`src/rtl/logit_packer_pkg.sv`:
```
// Shared definitions for logit_packer: class-count default, index width,
// pad value and FSM state encoding.
package logit_packer_pkg;

    localparam int unsigned NUM_CLASSES_DEF = 24;
    localparam int unsigned CLS_IDX_W       = 5;
    localparam int unsigned PAD_MAX_W       = 64;

    typedef enum logic [1:0] {
        ST_IDLE = 2'd0,
        ST_FILL = 2'd1,
        ST_EMIT = 2'd2
    } state_t;

    // All-ones filler for empty score slots; callers cast to their width.
    function automatic logic [PAD_MAX_W-1:0] pad_value();
        return '1;
    endfunction

endpackage

```
`src/rtl/logit_packer.sv`:
```
// logit_packer: gathers NUM_CLASSES streamed class scores into one packed
// frame and presents it for a single cycle.
// Optional feature: define LOGIT_PACKER_ERRCNT_EN to count dropped/aborted
// frame events on err_cnt (saturating); otherwise err_cnt is tied to zero.
module logit_packer
    import logit_packer_pkg::*;
#(
    parameter int unsigned DATA_WIDTH  = 16,
    parameter int unsigned NUM_CLASSES = NUM_CLASSES_DEF
) (
    input  logic                              clk,
    input  logic                              resetn,
    input  logic [DATA_WIDTH-1:0]             s_data,
    input  logic                              s_valid,
    input  logic                              s_first,
    output logic                              s_ready,
    output logic [NUM_CLASSES*DATA_WIDTH-1:0] m_data,
    output logic                              m_valid,
    output logic                              busy,
    output logic [7:0]                        err_cnt
);

    localparam int unsigned CNT_W     = (NUM_CLASSES > 1) ? $clog2(NUM_CLASSES) : 1;
    localparam int unsigned FRAME_W   = NUM_CLASSES * DATA_WIDTH;
    localparam logic [CNT_W-1:0] LAST_SLOT = CNT_W'(NUM_CLASSES - 1);
    localparam logic [DATA_WIDTH-1:0] PAD  = DATA_WIDTH'(pad_value());

    state_t                 state;
    state_t                 state_next;
    logic [CNT_W-1:0]       cnt;
    logic [CNT_W-1:0]       cnt_next;
    logic [DATA_WIDTH-1:0]  slots      [NUM_CLASSES];
    logic [DATA_WIDTH-1:0]  slots_next [NUM_CLASSES];
    logic [FRAME_W-1:0]     frame_next;
    logic                   load_out;
    logic                   accept;

    // Ready is withheld during reset and for the single emit cycle.
    assign s_ready = resetn && (state != ST_EMIT);
    assign busy    = (state != ST_IDLE);
    assign accept  = s_valid && s_ready;

    // Next-state, slot counter and working-buffer update.
    always_comb begin
        state_next = state;
        cnt_next   = cnt;
        slots_next = slots;
        load_out   = 1'b0;
        case (state)
            ST_IDLE: begin
                if (accept && s_first) begin
                    slots_next[0] = s_data;
                    cnt_next      = CNT_W'(1);
                    state_next    = ST_FILL;
                end
            end
            ST_FILL: begin
                if (accept) begin
                    if (s_first) begin
                        slots_next    = '{default: PAD};
                        slots_next[0] = s_data;
                        cnt_next      = CNT_W'(1);
                    end else begin
                        slots_next[cnt] = s_data;
                        if (cnt == LAST_SLOT) begin
                            cnt_next   = '0;
                            state_next = ST_EMIT;
                            load_out   = 1'b1;
                        end else begin
                            cnt_next = cnt + CNT_W'(1);
                        end
                    end
                end
            end
            ST_EMIT: begin
                slots_next = '{default: PAD};
                cnt_next   = '0;
                state_next = ST_IDLE;
            end
            default: begin
                slots_next = '{default: PAD};
                cnt_next   = '0;
                state_next = ST_IDLE;
            end
        endcase
    end

    // Pack the post-write buffer so the final beat lands in the output frame.
    for (genvar g = 0; g < NUM_CLASSES; g++) begin : g_pack
        assign frame_next[g*DATA_WIDTH +: DATA_WIDTH] = slots_next[g];
    end

    // State register.
    always_ff @(posedge clk) begin
        if (!resetn) begin
            state <= ST_IDLE;
        end else begin
            state <= state_next;
        end
    end

    // Counter, working buffer and output frame registers.
    always_ff @(posedge clk) begin
        if (!resetn) begin
            cnt     <= '0;
            slots   <= '{default: PAD};
            m_data  <= '1;
            m_valid <= 1'b0;
        end else begin
            cnt     <= cnt_next;
            slots   <= slots_next;
            m_valid <= load_out;
            if (load_out) begin
                m_data <= frame_next;
            end
        end
    end

`ifdef LOGIT_PACKER_ERRCNT_EN
    logic       err_evt;
    logic [7:0] err_q;

    // Stray beat while idle, or a new frame start cutting a partial frame.
    always_comb begin
        err_evt = accept && (((state == ST_IDLE) && !s_first) ||
                             ((state == ST_FILL) &&  s_first));
    end

    // Saturating error event counter.
    always_ff @(posedge clk) begin
        if (!resetn) begin
            err_q <= 8'h00;
        end else if (err_evt && (err_q != 8'hFF)) begin
            err_q <= err_q + 8'd1;
        end
    end

    assign err_cnt = err_q;
`else
    assign err_cnt = 8'h00;
`endif

endmodule

```
`config.mk`:
```
export PLATFORM = sky130hd
export DESIGN_NAME = logit_packer
export DESIGN_NICKNAME = d
export VERILOG_FILES = /design/src/rtl/logit_packer_pkg.sv /design/src/rtl/logit_packer.sv
export SDC_FILE = /design/constraint.sdc
export NUM_CORES = 1
export LEC_CHECK = 0
export BUFFER_PORTS_ARGS = -buffer_cell sky130_fd_sc_hd__buf_2
export CORE_ASPECT_RATIO = 2
export CORE_MARGIN = 2
export CORE_UTILIZATION = 40
export CTS_BUF_LIST = sky130_fd_sc_hd__clkbuf_16
export DETAILED_ROUTE_END_ITERATION = 8
export PLACE_DENSITY_LB_ADDON = 0.12
export SLEW_MARGIN = 15
export SYNTH_ARGS = -nofsm -noshare
export SYNTH_HDL_FRONTEND = slang
export SYNTH_SLANG_ARGS = --single-unit
```
`constraint.sdc`:
```
create_clock -name clk -period 2.7 [get_ports clk]
set_clock_uncertainty 0.15 [all_clocks]
set_input_delay 0.405 -clock clk [delete_from_list [all_inputs] [get_ports clk]]
set_output_delay 0.405 -clock clk [all_outputs]
set_load 0.02 [all_outputs]
```
== Word level (Yosys, flattened, before mapping) ==
Index checks and enable logic that the tools add are counted.
Word-level totals
  output and inout bits: 395
  logic and storage cells: 69
  bits of input ports: 20
  bits in registers: 776
Operators by class
  eq/ne operators: 7
  magnitude comparators: 2
  bitwise operators: 1
  reductions and logical operators: 8
  multiplexer cells: 22
  add/subtract/negate cells: 1
Operator list (number)
  two-way mux 384 bit: 2
  one-hot mux 368 bit (2 select lines): 1
  bitwise mux 384 bit: 1
  demux 16 bit (select 5 bit): 1
  two-way mux 16 bit: 2
  one-hot mux 16 bit (2 select lines): 1
  two-way mux 5 bit: 4
  inequality test 2 bit (second input constant): 5
  one-hot mux 5 bit (2 select lines): 1
  two-way mux 2 bit: 4
  greater-or-equal comparator 6 bit (second input constant): 1
  less-than comparator 6 x 1 -> 1 bit (second input constant): 1
  inverter 5 -> 6 bit: 1
  adder 5 x 1 -> 5 bit (second input constant): 1
  equality test 5 bit (second input constant): 1
  logical AND 1 bit: 4
  two-way mux 1 bit: 4
  one-hot mux 2 bit (2 select lines): 1
  AND reduction 4 bit: 1
  equality test 2 x 1 -> 1 bit (second input constant): 1
  logical NOT 2 bit: 1
  AND reduction 2 bit: 1
  nonzero test 2 bit: 1

== Longest topological paths before layout ==
Gate-level depths: netlist of the first run.
  depth after elaboration: 9
  mapped depth: 9
  mapped depth without buffers: 6

== Worst setup path after synthesis of the first run ==
Ideal clock, no wire load.
  kind: reg-to-reg
  start: reg cnt[0]
  end: reg m_data[372]
  data required time: 2.433 ns
  library setup time: 0.117 ns
  path buffers: 3
  stages on the path, launching flop included: 9
  slack: 0.459 ns
  data arrival time: 1.974 ns
  clock period less this slack: 2.241 ns
  cells stage by stage: dfxtp_1 > ha_1 > nand3_1 > clkbuf_1 > or3_1 > or2_2 > clkbuf_1 > buf_2 > o22a_1
On the way
  word-level cells in the longest chain between the ends: 9
  elaborated cells on any way between the ends: 15
  those cells by class: order compare (2); eq/ne (1); mux (10); bitwise (1); reduce/logical (1)
RTL lines
  from (decl): RTL line logit_packer.sv:30  | logic [CNT_W-1:0] cnt;
  from (signal assigned): RTL line logit_packer.sv:110  | cnt <= cnt_next;
  inverter 5 -> 6 bit (implied by the code): RTL line logit_packer.sv:64  | slots_next[cnt] = s_data;
  greater-or-equal comparator 6 bit (implied by the code) or less-than comparator 6 x 1 -> 1 bit (tied branches): RTL line logit_packer.sv:64
  logical AND 1 bit (implied by the code): RTL line logit_packer.sv:64
  two-way mux 16 bit (implied by the code): RTL line logit_packer.sv:64
  demux 16 bit (select 5 bit): RTL line logit_packer.sv:64
  bitwise mux 384 bit: RTL line logit_packer.sv:64
  two-way mux 384 bit: RTL line logit_packer.sv:59  | if (s_first) begin
  two-way mux 384 bit: RTL line logit_packer.sv:58  | if (accept) begin
  one-hot mux 368 bit (2 select lines): RTL line logit_packer.sv:49  | case (state)
  to (signal assigned): RTL line logit_packer.sv:114  | m_data <= frame_next;
  to (decl): RTL line logit_packer.sv:17  | output logic [NUM_CLASSES*DATA_WIDTH-1:0] m_data,
Parallel ways exist; a longest one is shown, timed or not.
A chain may end at the register's enable or synchronous reset.

== Final worst setup path of the first run ==
  start: reg cnt[2]
  end: reg m_data[120]
Same word-level chain as after synthesis.

==> out/metrics.yaml, run 1 <==
synthesis:
  ys_seq_elements: 760
  netlist.area_leader.share_pct: 52.8
  synth-xor-area-share_pct: 0.0304
  avgSynthCellArea_sq_um: 10.2
  synth_compound_gate_area_share_pct: 27.8
  syn-cell-area_sq_um: 28800
  synthCells: 2833
  synth_edf_count: 0
  yosysUniqueCellTypes: 57
  async_flop_share_pct: 0
  seq_area_frac_synth_pct: 52.8
  synth_area_leaders: "dfxtp_1 (53%), o211ai_2 (13%), a32oi_1 (9.2%), nand2_1 (5.1%), inv_1 (4.1%)"
  yosysTopAreaCell: "dfxtp_1"
  ys_warn_count: 0
  yosys.area_share.adder_pct: 0.174
  muxShareOfSynthArea_pct: 0.278
  synth_top_family_by_area: "compound AO/OA/AOI/OAI gates"
  yosys_most_used_dff: "dfxtp_1"
  yosys.area_share.simple_pct: 9.06
sta:
  rsz0062_at_grt: "false"
  setup_tns_ns: 0
  layout_min_cycle_time_ns: 2.63
  layout_setup_ws_ns: 0.0668
  maxSlewHeadroom_pct: 15.2
  finalMaxSlewViolations: 0
  fmax_ghz: 0.380
  finalHoldViolations: 0
  period_share_pct: 97.5
  tightest_slew_ns: 1.27
  setup_viol_count_final: 0
setup_path:
  crit_buf_inv: 1
  r2r-end: "m_data[120]"
  crit_slowest_cell: "or4_4"
  cp_max_fo: 134
  r2r_start: "cnt[2]"
  critPathLaunch: "cnt[2]"
  endpoint_kind: "register"
  required_ns: 3.02
  crit_path_end: "m_data[120]"
  path_class: "register to register"
  crit_chain: "nand3b_4 -> or4_4 -> buf_12 -> nand2_1 -> o211ai_2"
  critPathTopFamily: "simple AND/OR/NAND/NOR gates"
  r2r_cells: 5
  startpoint_type: "register"
  r2r_setup_slack_ns: 0.07
  worstPathArrival_ns: 2.95
  max_stage_delay_ns: 0.70
  worst-path-stages: 5
die:
  ios: 415
  start_util_pct: 40.3
  die_x_microns: 194
  die_height_microns: 384
  core_area_sq_um: 71500
  num_rows: 139
  die-area_sq_um: 74300
pwr:
  leakagePower_nw: 15.7
  ir_drop_mv: 0.569
  p_per_area_nw_per_um2: 644
  fin_total_pwr_w: 0.0216
detailed_routing:
  wl_per_cell_microns: 22.8
  wirelength_microns: 92900
  drt-pass1-iter-count: 6
  antenna_left: 0
  vias: 22600
  viasPerCell: 5.54
  route.detailed.drc: 0
  drt-initial-drc-count: 1493
global_routing:
  grt-ovfl-total: 0
  grt_pass1_vias: 22400
  grt_antenna_before_repair: 2
  grt_pass1_wl_microns: 139000
  grt_usage_pct: 24.3
  grt_max_degree: 207
status:
  status: "complete, no violations"
placement:
  dpl.cell_count: 3952
  gp_congestion: 0.875
  dp_slack_ns: 0.124
  port_buffers: 406
  hpwl_microns: 60900
cts:
  clockBufferDepth: 3
  cts.sinks: 760
  cts_root_buffer: "clkbuf_16"
  htree_levels: 3
  cts_buffers: 69
  cts_tree: "done"
  path_clk_slew_ns: 0.07
  clock_latency_ns: 0.65
layout:
  fillers: 6804
  drive_gt1_share_pct: 28.5
  stdcell_count: 4080
  syn_to_final_growth_pct: 16.1
  nNetsFinal: 3135
hold_path:
  hp-class: "input pin to register"
flow_run:
  maxCapViolCount: 0
## worst min-delay path: cells and delay by family
kind	cells	cell delay, ns
AOI/OAI and AO/OA	1	0.07
buffers and inverters	2	0.30
and+or+nand+nor	1	0.10
## cell usage in the layout (no fill, tap or decap), drive strengths merged, types with 25 or more instances in the layout
| cell type | instances |
|---|---|
| a21oi | 39 |
| a31oi | 26 |
| a32oi | 304 |
| buf | 488 |
| clkbuf | 72 |
| clkinv | 33 |
| dfxtp | 760 |
| inv | 333 |
| nand2 | 389 |
| nor2 | 86 |
| nor3 | 66 |
| o211ai | 305 |
| o21ai | 48 |
| o31ai | 42 |
| o32a | 25 |
## layer usage
metal,vias up,wire length (microns),GRT usage (%)
met1,11000,37200,28.4
li1,10700,-,-
met2,749,46100,42.5
met3,134,6400,5.66
met4,2,3200,9.95
met5,-,11,0
## worst min path at each step
stage	startpoint	to	depth (start not counted)
after detailed placement	m_data[87]	m_data[87]	2
after CTS	s_first	state[0]	4
after global routing	s_first	state[0]	4
after global placement	m_data[115]	m_data[115]	2
after floorplan	slots[371]	slots[371]	2
final	s_first	state[0]	4
## sequential cells by signal, indices dropped and copies added (netlist names)
register  cells
cnt           5
m_data      384
m_valid       1
slots       368
state         2
## synth_stat cells, types with 2 or more instances
cell type and count:
o211ai_2 304, mux2i_1 8, clkbuf_1 164, or3b_2 2, o32a_1 25, or4_1 2
nand2_1 389, buf_1 6, nor3_1 65, a31oi_1 26, buf_6 59, buf_4 11
buf_2 50, o21ai_1 20, inv_1 314, nand3_1 19, ha_1 4, a32oi_1 304
or3_1 19, o2111ai_1 5, nor2_1 86, nand2b_1 4, o31ai_1 42, nor4_1 7
nand4_1 3, nor2b_1 3, o21ai_0 28, and2_1 5, o22a_1 15, or2_2 3
dfxtp_1 760, a21oi_1 39, o21a_1 2, a2bb2oi_1 9, o22ai_1 9
## logic make-up (layout without fill, tap and decap cells)
family	after synthesis	in the layout
compound gates	835	835
flops	760	760
simple gates	617	617
buf+inv	607	930
mux	8	8
fa+ha+maj	4	4
other cells	1	9
xor+xnor	1	1
## where the power goes
part | internal (W) | total (W) | switching, W
sequential | 0.0112 | 0.0112 | 0.00000937
clock | 0.00505 | 0.00952 | 0.00447
combinational | 0.000153 | 0.000814 | 0.000660
## cell type report
type                            count  area [sq um]  share of cell area [%]
Clock buffer                       72          1800                    5.39
Clock inverter                     51           310                   0.928
Tap cell                          916          1150                    3.43
Sequential cell                   760         15200                    45.5
Multi-Input combinational cell   1473         10800                    32.4
Antenna cell                        1          2.50                 0.00748
Inverter                          317          1190                    3.56
Timing Repair Buffer              490          2940                    8.79
## stage by stage
step	hold slack [ns]	instance area, sq um	utilization, %
global route	0.112	33500	46.8
floorplan	0.281	28800	-
global placement	0.302	31300	43.8
detailed placement	0.303	31300	43.8
CTS	0.0589	33400	46.8
finish	0.118	33500	46.8
## what timing repair did
| action | 4_1_cts | 5_1_grt |
|---|---|---|
| hold endpoints to repair | 2 | 0 |
| endpoints found under the setup margin | 2 | 4 |
| hold buffers | 2 | 0 |
| gates resized for setup | 1 | 1 |
| setup buffers | 2 | 0 |
(Power assumes the default switching activity.)
==> run 2, diff against run 1 <==
- CORE_ASPECT_RATIO: 2 -> 0.75
==> run 2 against run 1 <==
Against the previous run: first-iteration DRC count up 24%; cell area up 0.60%; fmax up 0.78%; die area down 0.15%; utilization up 0.22 points; register-to-register slack better by 0.16 ns; count of clock-buffer cells in the layout up 5; critical path depth down 1; combinational power down 2.7%; sequential share of layout area down 0.27 points; largest cell class unchanged.
==> out/metrics.yaml, run 2 (synthesized netlist as in run 1, its figures left out) <==
die:
  die_height_microns: 236  # -38%
  ios: 415  # unchanged
  num_rows: 85  # -39%
  core_area_sq_um: 71600  # +0.13%
  die_x_microns: 314  # +62%
  start_util_pct: 40.3  # -0.054 points
  die-area_sq_um: 74200  # -0.15%
hold_path:
  hold_depth: 3  # -1
  hp-class: "input pin to register"
  hold_start: "s_valid"
  min_to: "state[0]"
pwr:
  ir_drop_mv: 0.391  # -31%
  leakagePower_nw: 15.8  # +0.63%
  fin_total_pwr_w: 0.0219  # +1.8%
  seqPwrFrac_pct: 51.2  # -0.9 points
  power_frac_comb_pct: 3.6  # -0.2 points
  p_per_area_nw_per_um2: 652  # +1.2%
  clockPowerShare_pct: 45.2  # +1.1 points
  p_int_w: 0.0169  # +2.9%
  p_switching_w: 0.00504  # -1.9%
  switching_share_pct: 23.0  # -0.85 points
sta:
  fmax_ghz: 0.383  # +0.78%
  finalMaxSlewViolations: 0  # unchanged
  period_share_pct: 96.8  # -0.76 points
  layout_setup_ws_ns: 0.0873  # +0.0204 ns
  finalHoldViolations: 0  # unchanged
  layout_min_cycle_time_ns: 2.61  # -0.0204 ns
  tightest_slew_ns: 1.12  # -0.154 ns
  setup_viol_count_final: 0  # unchanged
  rsz0062_at_grt: "true"
  maxSlewHeadroom_pct: 25.5  # +10 points
global_routing:
  busiest_layer: "met2"
  grt-ovfl-total: 0  # unchanged
  met2_usage_pct: 37.4  # -5.1 points
  gr-usage-met3_pct: 3.53  # -2.1 points
  grt_pass1_wl_microns: 135000  # -3.1%
  grtUsageMet1_pct: 32.9  # +4.5 points
  grt_max_degree: 162  # -22%
  grt_pass1_vias: 21500  # -4.3%
  grt_antenna_before_repair: 0  # -2
  grt_usage_pct: 23.5  # -0.76 points
detailed_routing:
  wl_per_cell_microns: 21.9  # -3.9%
  vias: 22700  # +0.32%
  antenna_left: 0  # unchanged
  viasPerCell: 5.49  # -0.87%
  wirelength_microns: 90300  # -2.7%
  drt-pass1-iter-count: 6  # unchanged
  route.detailed.drc: 0  # unchanged
  drt-initial-drc-count: 1845  # +24%
setup_path:
  r2r_start: "cnt[2]"
  required_ns: 2.14  # -0.88 ns
  startpoint_type: "register"
  worstPathArrival_ns: 2.06  # -0.89 ns
  r2r-end: "m_data[29]"
  critPathLaunch: "state[1]"
  r2r_cells: 6  # +1
  r2r_setup_slack_ns: 0.23  # +0.16 ns
  cp_max_fo: 14  # -90%
  path_class: "register to primary output"
  endpoint_kind: "primary output"
cts:
  clock_latency_ns: 0.61  # -0.04 ns
  path_clk_slew_ns: 0.07  # about the same
  cts.sinks: 760  # unchanged
  cts_root_buffer: "clkbuf_16"
  clockBufferDepth: 3  # unchanged
  cts_tree: "done"
  cts_buffers: 76  # +10%
  htree_levels: 3  # unchanged
status:
  status: "complete, no violations"
flow_run:
  maxCapViolCount: 0  # unchanged
layout:
  syn_to_final_growth_pct: 16.8
  layout_common_cells: "dfxtp_1 (760), buf_2 (405), nand2_1 (388)"
  largest_reg_flops: 384  # unchanged
  drive_gt1_share_pct: 28.7  # +0.18 points
  fillers: 6750  # -0.79%
  nNetsFinal: 3145  # +0.32%
  layout_commonest_cell: "dfxtp_1"
  top_register: "m_data"
  top_regs: "m_data x384, slots x368, cnt x5"
  finish.utilization_pct: 47.0  # +0.22 points
placement:
  hpwl_microns: 58900  # -3.3%
  port_buffers: 406  # unchanged
  dp_slack_ns: 0.0888  # -0.0351 ns
  gp_congestion: 0.909  # +3.9%
==> run 2: cell types whose count changed in the layout (fill, tap and decap cells not counted), sizes merged <==
cell         previous run  this run
bufinv                  2         4
clkinvlp                0         1
clkinv                 33        29
clkbuf                 72        77
buf                   488       492
dlygate4sd3             2         1
inv                   333       334
==> run 2: how the worst max path moves through the flow <==
stage,end,slack [ns]
3_5_place_dp,slots[254],0.09
5_1_grt,s_ready,-0.003
4_1_cts,busy,0.02
3_3_place_gp,slots[247],0.22
6_report,s_ready,0.09
2_1_floorplan,m_data[372],0.46
==> run 2: timing repair <==
action / 4_1_cts / 5_1_grt
setup buffers: 0 / 0
endpoints found under the hold margin: 1 / 0
setup endpoints to repair: 0 / 1
hold buffers: 1 / 0
gates resized for setup: 0 / 2
==> run 2: routing by layer <==
layer,vias to the layer above,wire length (microns)
met5,-,0
met4,0,2350
met2,670,41700
met3,133,4530
li1,10700,-
met1,11200,41700
==> run 2: cell type report <==
cell class / count / area [sq um] / area share (%)
Sequential cell: 760 / 15200 / 45.2
Multi-Input combinational cell: 1473 / 10800 / 32.2
Timing Repair Buffer: 493 / 2940 / 8.73
Clock buffer: 77 / 1930 / 5.73
Tap cell: 957 / 1200 / 3.56
Inverter: 317 / 1190 / 3.54
Clock inverter: 51 / 334 / 0.993
Antenna cell: 1 / 2.50 / 0.00744
==> run 2: power by group through the flow <==
stage | registers, W | clock network [W] | logic, W
6_report | 0.0112 | 0.00991 | 0.000792
2_1_floorplan | 0.0115 | 0 | 0.000478
5_1_grt | 0.0112 | 0.0106 | 0.000837
3_3_place_gp | 0.0115 | 0 | 0.000765
3_5_place_dp | 0.0115 | 0 | 0.000781
4_1_cts | 0.0112 | 0.0101 | 0.000782
==> run 2: per-stage QoR <==
step | instances | cell area, sq um | hold WS [ns] | TNS [ns]
6_report | 4129 | 33700 | 0.0528 | 0
3_3_place_gp | 3999 | 31400 | 0.292 | 0
4_1_cts | 4128 | 33600 | 0.0124 | 0
2_1_floorplan | 2840 | 28800 | 0.281 | 0
5_1_grt | 4128 | 33600 | 0.0580 | -0.00290
3_5_place_dp | 3999 | 31400 | 0.297 | 0
==> run 2: worst max-delay path: stages, from the launching register on <==
cell,delay [ns]
dfxtp_1,0.38
nor2b_2,0.44
buf_4,0.30
nor2_1,0.13
buf_2,0.19
==> run 3, diff against run 2 <==
- GPL_TIMING_DRIVEN: default -> 0
==> run 3 against run 2 <==
Against the previous run: fmax increased by 0.47%; die area unchanged; final cell count increased by 5.2%; power is 0.51% higher; combinational power rose by 9.7%; register-to-register slack lost 0.12 ns; critical endpoint unchanged; largest cell class unchanged; largest power group unchanged; highest routed layer is now met5.
==> out/metrics.yaml, run 3 (synthesized netlist as in run 1, its figures left out) <==
layout:
  nNetsFinal: 3361  # +6.9%
  num_antenna_cells: 0  # -1
  top_regs: "m_data x384, slots x368, cnt x5"
  drive_gt1_share_pct: 29.5  # +0.77 points
  regArea_sq_um: 15200  # about the same
  layout_common_cells: "dfxtp_1 (757), buf_2 (458), nand2_1 (389)"
  fillers: 6713  # -0.55%
  top_register: "m_data"
  syn_to_final_growth_pct: 20.6
  largest_reg_flops: 384  # unchanged
  layout_commonest_cell: "dfxtp_1"
  stdcell_count: 4344  # +5.2%
  finish.utilization_pct: 48.6  # +1.5 points
  multi_input_area_sq_um: 11000  # +1.8%
sta:
  finalMaxSlewViolations: 0  # unchanged
  setup_viol_count_final: 0  # unchanged
  finalHoldViolations: 0  # unchanged
  tightest_slew_ns: 1.12  # +0.00317 ns
  maxSlewHeadroom_pct: 25.3  # -0.21 points
  fmax_ghz: 0.385  # +0.47%
  rsz0062_at_grt: "false"
  layout_min_cycle_time_ns: 2.60  # -0.0122 ns
  layout_setup_ws_ns: 0.0995  # +0.0122 ns
  setup_tns_ns: 0  # unchanged
  period_share_pct: 96.3  # -0.45 points
global_routing:
  grt_pass1_vias: 23400  # +9.0%
  grt-ovfl-total: 0  # unchanged
  grt_usage_pct: 26.5  # +3.0 points
  grt_max_degree: 14  # -91%
  grt_antenna_before_repair: 2  # +2
  grt_pass1_wl_microns: 149000  # +10%
detailed_routing:
  antenna_left: 0  # unchanged
  drt-pass1-iter-count: 5  # -1
  route.detailed.drc: 0  # unchanged
  viasPerCell: 5.58  # +1.6%
  vias: 24200  # +6.9%
  drt-initial-drc-count: 2144  # +16%
  wl_per_cell_microns: 23.6  # +7.7%
  wirelength_microns: 102000  # +13%
die:
  core_area_sq_um: 71600  # unchanged
  start_util_pct: 40.3  # unchanged
  ios: 415  # unchanged
  num_rows: 85  # unchanged
  die-area_sq_um: 74200  # unchanged
  die_height_microns: 236  # unchanged
  die_x_microns: 314  # unchanged
flow_run:
  maxCapViolCount: 0  # unchanged
placement:
  gp_congestion: 0.921  # +1.4%
  dp_slack_ns: -0.779  # -0.868 ns
  hpwl_microns: 75800  # +29%
  dpl.cell_count: 4208  # +5.2%
  port_buffers: 406  # unchanged
setup_path:
  path_class: "register to primary output"
  crit_path_frequent_cell: "buf_2"
  crit_chain: "nor2b_1 -> buf_2 -> buf_4 -> nor2_1 -> buf_2"
  r2r_setup_slack_ns: 0.11  # -0.12 ns
  crit_slowest_cell: "dfxtp_2"
  startpoint_type: "register"
  worstPathArrival_ns: 2.05  # about the same
  required_ns: 2.14  # about the same
  endpoint_kind: "primary output"
  cp_max_fo: 10  # -4
  max_stage_delay_ns: 0.37  # -0.07 ns
cts:
  cts_tree: "done"
  cts_buffers: 77  # +1.3%
  clockBufferDepth: 3  # unchanged
  clock_latency_ns: 0.62  # about the same
  cts_root_buffer: "clkbuf_16"
  cts.sinks: 760  # unchanged
  htree_levels: 3  # unchanged
  path_clk_slew_ns: 0.06  # about the same
hold_path:
  hp-class: "input pin to register"
status:
  status: "complete, no violations"
pwr:
  leakagePower_nw: 16.3  # +2.8%
  p_per_area_nw_per_um2: 634  # -2.7%
  ir_drop_mv: 0.455  # +16%
run 3: cell types whose count changed in the layout (fill, tap and decap cells not counted), sizes merged:
cell and change:
clkbuf +167, buf +49, bufinv -3, dlygate4sd3 +3, inv -2, clkinv +1, clkinvlp +1, diode -1
run 3: critical path: cells and delay by family, from the launching register on:
kind | cells | cell delay, ns
AND/OR/NAND/NOR | 2 | 0.41
buffers and inverters | 3 | 0.64
flip-flops | 1 | 0.37
run 3: path summary, 6_finish.rpt:
check	start	to	cells after the start
worst min register to register	slots[382]	slots[382]	2
worst min-delay path	s_data[7]	slots[55]	3
worst max register to register	cnt[2]	slots[120]	6
worst max-delay path	state[1]	s_ready	5
run 3: where the power goes:
| group | total (W) | switching (W) | internal (W) |
|---|---|---|---|
| clock | 0.00995 | 0.00447 | 0.00548 |
| sequential | 0.0112 | 0.00000805 | 0.0112 |
| combinational | 0.000869 | 0.000702 | 0.000167 |
run 3: what timing repair did:
| action | CTS | global route |
|---|---|---|
| gates resized for setup | 21 | 64 |
| hold buffers | 4 | 0 |
| buffers inserted | 0 | 4 |
| endpoints found under the setup margin | 323 | 345 |
| pin swaps | 0 | 1 |
| hold endpoints to repair | 6 | 0 |
run 3: cell type report:
class | count | share of cell area [%]
plain buffers | 289 | 4.78
clock buffers | 81 | 5.83
clock inverters | 48 | 0.738
inverters | 317 | 3.43
multi-input cells | 1473 | 31.8
flip-flops and latches | 760 | 43.8
well taps | 957 | 3.45
repair buffers | 419 | 6.22
run 3: metal layers:
layer  global-route usage (%)  vias to the layer above  wire length, microns
met5                        0                        -                    11
met4                     8.19                        2                  2950
met3                     4.78                      173                  7250
met2                     41.4                      973                 46300
met1                     37.1                    11900                 45800
li1                         -                    11100                     -
run 3: through the flow:
stage          hold WS [ns]  area (sq um)  total power (W)
2_1_floorplan         0.281         28800           0.0120
3_3_place_gp          0.297         32100           0.0123
3_5_place_dp          0.299         32100           0.0123
4_1_cts             0.00686         34500           0.0221
5_1_grt              0.0243         34800           0.0227
6_report             0.0407         34800           0.0220
